$ cat config.mk
export PLATFORM = sky130hd
export DESIGN_NAME = demux_stream_flat
export DESIGN_NICKNAME = d
export VERILOG_FILES = /design/src/rtl/pierogi_stream_pkg.sv /design/src/rtl/demux_stream_if.sv /design/src/rtl/demux_fifo.sv /design/src/rtl/demux_stream.sv /design/src/flat_wrapper.sv
export SDC_FILE = /design/constraint.sdc
export NUM_CORES = 1
export LEC_CHECK = 0
export CELL_PAD_IN_SITES_DETAIL_PLACEMENT = 0
export CELL_PAD_IN_SITES_GLOBAL_PLACEMENT = 1
export CORE_ASPECT_RATIO = 0.5
export CORE_MARGIN = 4
export CORE_UTILIZATION = 47
export CTS_CLUSTER_SIZE = 12
export DETAILED_ROUTE_END_ITERATION = 10
export GPL_TIMING_DRIVEN = 0
export PLACE_DENSITY = 0.82
export RECOVER_POWER = 100
export SYNTH_ARGS = -nofsm -noshare
export SYNTH_HDL_FRONTEND = slang
export SYNTH_HIERARCHICAL = 1
export SYNTH_SLANG_ARGS = --single-unit
$ cat constraint.sdc
create_clock -name clk -period 3.3 [get_ports clk]
set_clock_uncertainty 0.1 [all_clocks]
set_input_delay 0.99 -clock clk [delete_from_list [all_inputs] [get_ports clk]]
set_output_delay 0.99 -clock clk [all_outputs]
set_load 0.02 [all_outputs]
$ cat src/rtl/pierogi_stream_pkg.sv
// Shared stream constants: default word width, port select codes and a
// pointer-width helper for the demux FIFOs.
package pierogi_stream_pkg;

  localparam int unsigned DEF_WIDTH = 32;

  typedef enum logic {
    PORT0 = 1'b0,
    PORT1 = 1'b1
  } port_sel_e;

  // Number of bits needed to index 'value' entries (value >= 2).
  function automatic int unsigned clog2(input int unsigned value);
    int unsigned result;
    result = 0;
    for (int unsigned i = 0; i < 32; i++) begin
      if ((32'd1 << i) < value) result = i + 1;
    end
    return result;
  endfunction

endpackage

$ cat src/rtl/demux_stream_if.sv
// Producer-side and consumer-side stream signals of the 1:2 demux.
interface demux_stream_if
  import pierogi_stream_pkg::*;
#(
  parameter int unsigned WIDTH = DEF_WIDTH
);
  logic             in_valid;
  logic             in_ready;
  logic [WIDTH-1:0] in_data;
  logic             in_sel;
  logic             out0_valid;
  logic             out0_ready;
  logic [WIDTH-1:0] out0_data;
  logic             out1_valid;
  logic             out1_ready;
  logic [WIDTH-1:0] out1_data;

  modport slave (
    input  in_valid, in_data, in_sel, out0_ready, out1_ready,
    output in_ready, out0_valid, out0_data, out1_valid, out1_data
  );

  modport master (
    output in_valid, in_data, in_sel, out0_ready, out1_ready,
    input  in_ready, out0_valid, out0_data, out1_valid, out1_data
  );
endinterface

$ cat src/rtl/demux_fifo.sv
// Synchronous FIFO with registered storage; head is the entry at rd_ptr.
// Push is ignored when full, pop is ignored when empty.
module demux_fifo
  import pierogi_stream_pkg::*;
#(
  parameter int unsigned WIDTH = DEF_WIDTH,
  parameter int unsigned DEPTH = 2
) (
  input  logic             clk,
  input  logic             rst_n,
  input  logic             i_push,
  input  logic [WIDTH-1:0] i_data,
  input  logic             i_pop,
  output logic             o_full,
  output logic             o_empty,
  output logic [WIDTH-1:0] o_head
);
  localparam int unsigned PW = clog2(DEPTH);
  localparam int unsigned CW = PW + 1;

  logic [WIDTH-1:0] r_mem [DEPTH];
  logic [PW-1:0]    r_wr_ptr;
  logic [PW-1:0]    r_rd_ptr;
  logic [CW-1:0]    r_count;
  logic             w_push_ok;
  logic             w_pop_ok;

  assign o_full    = (r_count == CW'(DEPTH));
  assign o_empty   = (r_count == '0);
  assign o_head    = r_mem[r_rd_ptr];
  assign w_push_ok = i_push & ~o_full;
  assign w_pop_ok  = i_pop & ~o_empty;

  // Storage is cleared too so the head reads zero straight out of reset.
  always_ff @(posedge clk or negedge rst_n) begin
    if (!rst_n) begin
      for (int unsigned i = 0; i < DEPTH; i++) r_mem[i] <= '0;
      r_wr_ptr <= '0;
      r_rd_ptr <= '0;
      r_count  <= '0;
    end else begin
      if (w_push_ok) begin
        r_mem[r_wr_ptr] <= i_data;
        r_wr_ptr        <= r_wr_ptr + PW'(1);
      end
      if (w_pop_ok) r_rd_ptr <= r_rd_ptr + PW'(1);
      if (w_push_ok && !w_pop_ok)      r_count <= r_count + CW'(1);
      else if (!w_push_ok && w_pop_ok) r_count <= r_count - CW'(1);
    end
  end
endmodule

$ cat src/rtl/demux_stream.sv
// 1-to-2 buffered stream demultiplexer: steers each accepted word by in_sel
// into one of two per-port FIFOs.
module demux_stream
  import pierogi_stream_pkg::*;
#(
  parameter int unsigned WIDTH = DEF_WIDTH,
  parameter int unsigned DEPTH = 2
) (
  input logic           clk,
  input logic           rst_n,
  demux_stream_if.slave bus
);
  logic w_full0, w_full1;
  logic w_empty0, w_empty1;
  logic w_sel_full;
  logic w_accept;
  logic w_push0, w_push1;

  // Only the selected port's full flag gates the producer; no bypass across ports.
  always_comb begin
    w_sel_full = (port_sel_e'(bus.in_sel) == PORT1) ? w_full1 : w_full0;
  end

  assign bus.in_ready = rst_n & ~w_sel_full;
  assign w_accept     = bus.in_valid & bus.in_ready;
  assign w_push0      = w_accept & (port_sel_e'(bus.in_sel) == PORT0);
  assign w_push1      = w_accept & (port_sel_e'(bus.in_sel) == PORT1);

  demux_fifo #(.WIDTH(WIDTH), .DEPTH(DEPTH)) u_fifo0 (
    .clk     (clk),
    .rst_n   (rst_n),
    .i_push  (w_push0),
    .i_data  (bus.in_data),
    .i_pop   (bus.out0_ready),
    .o_full  (w_full0),
    .o_empty (w_empty0),
    .o_head  (bus.out0_data)
  );

  demux_fifo #(.WIDTH(WIDTH), .DEPTH(DEPTH)) u_fifo1 (
    .clk     (clk),
    .rst_n   (rst_n),
    .i_push  (w_push1),
    .i_data  (bus.in_data),
    .i_pop   (bus.out1_ready),
    .o_full  (w_full1),
    .o_empty (w_empty1),
    .o_head  (bus.out1_data)
  );

  assign bus.out0_valid = ~w_empty0;
  assign bus.out1_valid = ~w_empty1;
endmodule
$ cat src/flat_wrapper.sv
// flat-port wrapper written by rule: the top's interface ports become plain ports
module demux_stream_flat import pierogi_stream_pkg::*;
#(
  parameter int unsigned WIDTH = DEF_WIDTH,
  parameter int unsigned DEPTH = 2
)
  (clk, rst_n, bus_in_valid, bus_in_data, bus_in_sel, bus_out0_ready, bus_out1_ready, bus_in_ready, bus_out0_valid, bus_out0_data, bus_out1_valid, bus_out1_data);
  demux_stream_if #(.WIDTH(WIDTH)) bus_i ();
  input logic clk;
  input logic rst_n;
  input wire logic [$bits(bus_i.in_valid)-1:0] bus_in_valid;
  input wire logic [$bits(bus_i.in_data)-1:0] bus_in_data;
  input wire logic [$bits(bus_i.in_sel)-1:0] bus_in_sel;
  input wire logic [$bits(bus_i.out0_ready)-1:0] bus_out0_ready;
  input wire logic [$bits(bus_i.out1_ready)-1:0] bus_out1_ready;
  output wire logic [$bits(bus_i.in_ready)-1:0] bus_in_ready;
  output wire logic [$bits(bus_i.out0_valid)-1:0] bus_out0_valid;
  output wire logic [$bits(bus_i.out0_data)-1:0] bus_out0_data;
  output wire logic [$bits(bus_i.out1_valid)-1:0] bus_out1_valid;
  output wire logic [$bits(bus_i.out1_data)-1:0] bus_out1_data;
  assign bus_i.in_valid = bus_in_valid;
  assign bus_i.in_data = bus_in_data;
  assign bus_i.in_sel = bus_in_sel;
  assign bus_i.out0_ready = bus_out0_ready;
  assign bus_i.out1_ready = bus_out1_ready;
  assign bus_in_ready = bus_i.in_ready;
  assign bus_out0_valid = bus_i.out0_valid;
  assign bus_out0_data = bus_i.out0_data;
  assign bus_out1_valid = bus_i.out1_valid;
  assign bus_out1_data = bus_i.out1_data;
  demux_stream #(.WIDTH(WIDTH), .DEPTH(DEPTH)) u_core (.clk(clk), .rst_n(rst_n), .bus(bus_i));
endmodule
==> metrics <==
Final setup viols=0; Req. time, crit path=2.21 ns; Max Clk Rate=0.3088 GHz; Clock Sinks=136; critical path's top delay family=buffers and inverters; register bit total from synthesis=136; final hold slack=0.3849 ns; Tcrit/Tclk final=98.14%; Reg-to-Reg Start=u_core/u_fifo0/r_count[0]; # IOs=105; drt total wl=12020 µm; main combinational cell family by area after synthesis=multiplexers; slowest CP cell=dlygate4sd3_1; placer congestion estimate=0.7529; Yosys cell types=22; Final ANT Viol Nets=0; diode count=0; Worst-Skew Late Latency=0.40 ns; Post-Synth Adder-Cell Area=0.4156%; mux contribution to synthesized area=36.08%; Pre-antenna DRT Iters=4; syn_area_per_cell=15.64 µm²; Vias/cell=5.029; CTS Buffer Depth=2; CP max stage delay=0.65 ns; synthesized instance count=385; first-pass GRT wire length=20110 µm; H-Tree Depth=4; # DRC=0; Max FO, Critical Path=10; Crit Path Class=reg -> out; Synth Area in Simple Gates=2.120%; Overflow after GRT=0; TritonCTS Buffers=17; CP Launch Point=u_core/u_fifo0/r_rd_ptr; Slew Limit Fails=0; actual slew at the worst max-slew pin=1.233 ns; Port Buffers=104; clock root buffer=clkbuf_16; CP cell instances=clkbuf_4 > mux2_2 > dlygate4sd3_1; status=complete, no violations; Seq/Total Area, Yosys=56.53%; share of layout cells above drive strength 1=44.81%; CP endpoint kind=output port; r2r setup slk=0.72 ns; nets=547; RSZ-0062 raised after global routing=false; Compound-Gate Fraction of Synth Area=0.1663%; First DRT Iteration DRCs=134; Die X=168.1 µm; CTS tree=built; WP buf/inv=2; startpoint type of the worst setup path=flop; Die Height=88.03 µm; R2R Path End=u_core/u_fifo0/r_mem[39]; Syn. warnings=6; Rows=28; antenna violations before repair=0; total power=8.685 mW; P&R area growth vs syn=29.43%; Core Area=12160 µm²; post-DP HPWL=8191 µm; min Tclk post-route=3.239 ns; CP Depth=3; final hold viol count=0; R2R depth=6; pwr/cell area=1115 nW/µm²; pin count of the biggest net entering global routing=93; Total GRT Usage=17.59%; Fill cells=954; drt wl/cell=17.54 µm; Post-Synth XOR/XNOR Area=1.455%; Hold Crit Class=reg -> reg; worst hold stages=1; Peak VDD IR=0.6013 mV; Initial Util=49.53%; capture point of the worst path=bus_out0_data[23]; Syn Std Cell Area=6021 µm²; vias in the first global route=3877; Leak=3.361 nW; Die Footprint=14790 µm²; Synthesized Nets=425; Vias=3445; Rel. slew slack=17.77%; CTS clk-pin slew, worst paths=0.06 ns; Worst EP arrival=2.15 ns; Max Cap Viol=0
## cell type report
type	count	area, µm²	area share (%)
inverter	4	15.01	0.1927
clock inverter	13	122.6	1.574
buffer	20	147.6	1.895
multi-input combinational	223	2400	30.80
tap	165	206.4	2.649
timing repair buffer	105	1044	13.39
clock buffer	19	452.9	5.812
sequential	136	3405	43.69
## stage by stage
stage	setup slack [ns]	utilization [%]	area, µm²	TNS, ns	instances
after floorplan	0.8443	-	6021	0	385
after global placement	-4.951	59.79	7268	-1249.58	654
after detailed placement	-0.2639	60.02	7297	-0.2639	655
after CTS	-0.03447	64.77	7874	-0.3284	685
after global routing	0.003024	64.10	7792	0	685
final	0.06138	64.10	7792	0	685
## cell usage in the layout, fill, tap and decap left out
cell type / n
clkbuf_4: 5
inv_2: 2
o21ai_0: 2
clkbuf_8: 2
clkbuf_2: 6
clkinv_2: 2
nand2b_4: 2
clkbuf_16: 17
nor3_1: 1
clkbuf_1: 3
inv_6: 2
xnor2_1: 4
and2_0: 2
dlygate4sd3_1: 22
nand2_1: 1
buf_6: 7
ha_1: 2
buf_4: 1
mux2_2: 176
dfrtp_1: 135
clkdlybuf4s50_1: 80
inv_1: 2
nor2_1: 4
buf_2: 1
mux2i_1: 1
dfrtp_2: 1
and2_1: 1
nor3b_1: 3
and3_1: 2
clkinv_4: 4
clkinvlp_4: 4
bufinv_16: 1
mux2_1: 16
xor2_1: 6
## per-layer routing
layer	vias up	part of all wire [%]	global-route usage [%]
li1	1612	-	-
met1	1768	48	23.56
met2	59	47	28.82
met3	6	3.9	5.005
met4	0	0.65	4.418
met5	-	0	0
## cell usage after synthesis
cell | count | share of area (%)
o21ai_0 | 2 | 0.17
dfrtp_1 | 136 | 57
nand2b_4 | 2 | 0.46
and3_1 | 2 | 0.21
mux2_1 | 10 | 1.9
xor2_1 | 6 | 0.87
mux2i_1 | 1 | 0.17
buf_6 | 12 | 2.2
nor3_1 | 1 | 0.083
buf_2 | 4 | 0.33
xnor2_1 | 4 | 0.58
nor2_1 | 4 | 0.25
mux2_2 | 182 | 34
inv_2 | 2 | 0.12
clkbuf_2 | 2 | 0.17
nor3b_4 | 2 | 0.62
nand2_1 | 1 | 0.062
clkbuf_1 | 4 | 0.25
inv_1 | 2 | 0.12
ha_1 | 2 | 0.42
and2_1 | 3 | 0.31
nor3b_1 | 1 | 0.12
## report_power, final
group	total [mW]	internal (mW)	leakage, nW	switching, mW
clock network	1.81	1.08	0.272	0.729
registers	2.92	2.49	1.65	0.431
logic	3.95	2.21	1.43	1.74
## kinds of logic (layout without fill, tap and decap cells)
logic type,Yosys count,in the layout
XOR/XNOR,10,10
buffers and inverters,26,161
AO/OA/AOI/OAI,2,2
adder cells (fa/ha/maj),2,2
AND/OR/NAND/NOR,16,16
multiplexers,193,193
flip-flops,136,136
## worst min-delay path by stage
stage | startpoint | endpoint | slack (ns)
final | u_core/u_fifo1/r_mem[34] | u_core/u_fifo1/r_mem[34] | 0.38
after global routing | u_core/u_fifo0/r_mem[0] | u_core/u_fifo0/r_mem[0] | 0.40
after CTS | u_core/u_fifo0/r_mem[34] | u_core/u_fifo0/r_mem[34] | 0.39
after detailed placement | u_core/u_fifo0/r_mem[0] | u_core/u_fifo0/r_mem[0] | 0.37
after global placement | u_core/u_fifo0/r_mem[62] | u_core/u_fifo0/r_mem[62] | 0.36
after floorplan | u_core/u_fifo0/r_mem[0] | u_core/u_fifo0/r_mem[0] | 0.35
## flip-flops by register name, indices dropped and copies added (netlist names)
signal and count:
u_core/u_fifo0/r_mem 64, u_core/u_fifo0/r_wr_ptr 1, u_core/u_fifo0/r_count 2, u_core/u_fifo1/r_count 2, u_core/u_fifo1/r_rd_ptr 1, u_core/u_fifo0/r_rd_ptr 1
u_core/u_fifo1/r_wr_ptr 1, u_core/u_fifo1/r_mem 64
## repair_timing
item	in CTS	in global routing
gates cloned	0	0
hold buffers	0	0
gates resized for setup	6	6
setup endpoints to repair	59	30
buffers inserted	0	0
Note: power is estimated with default switching activity, not from simulation.
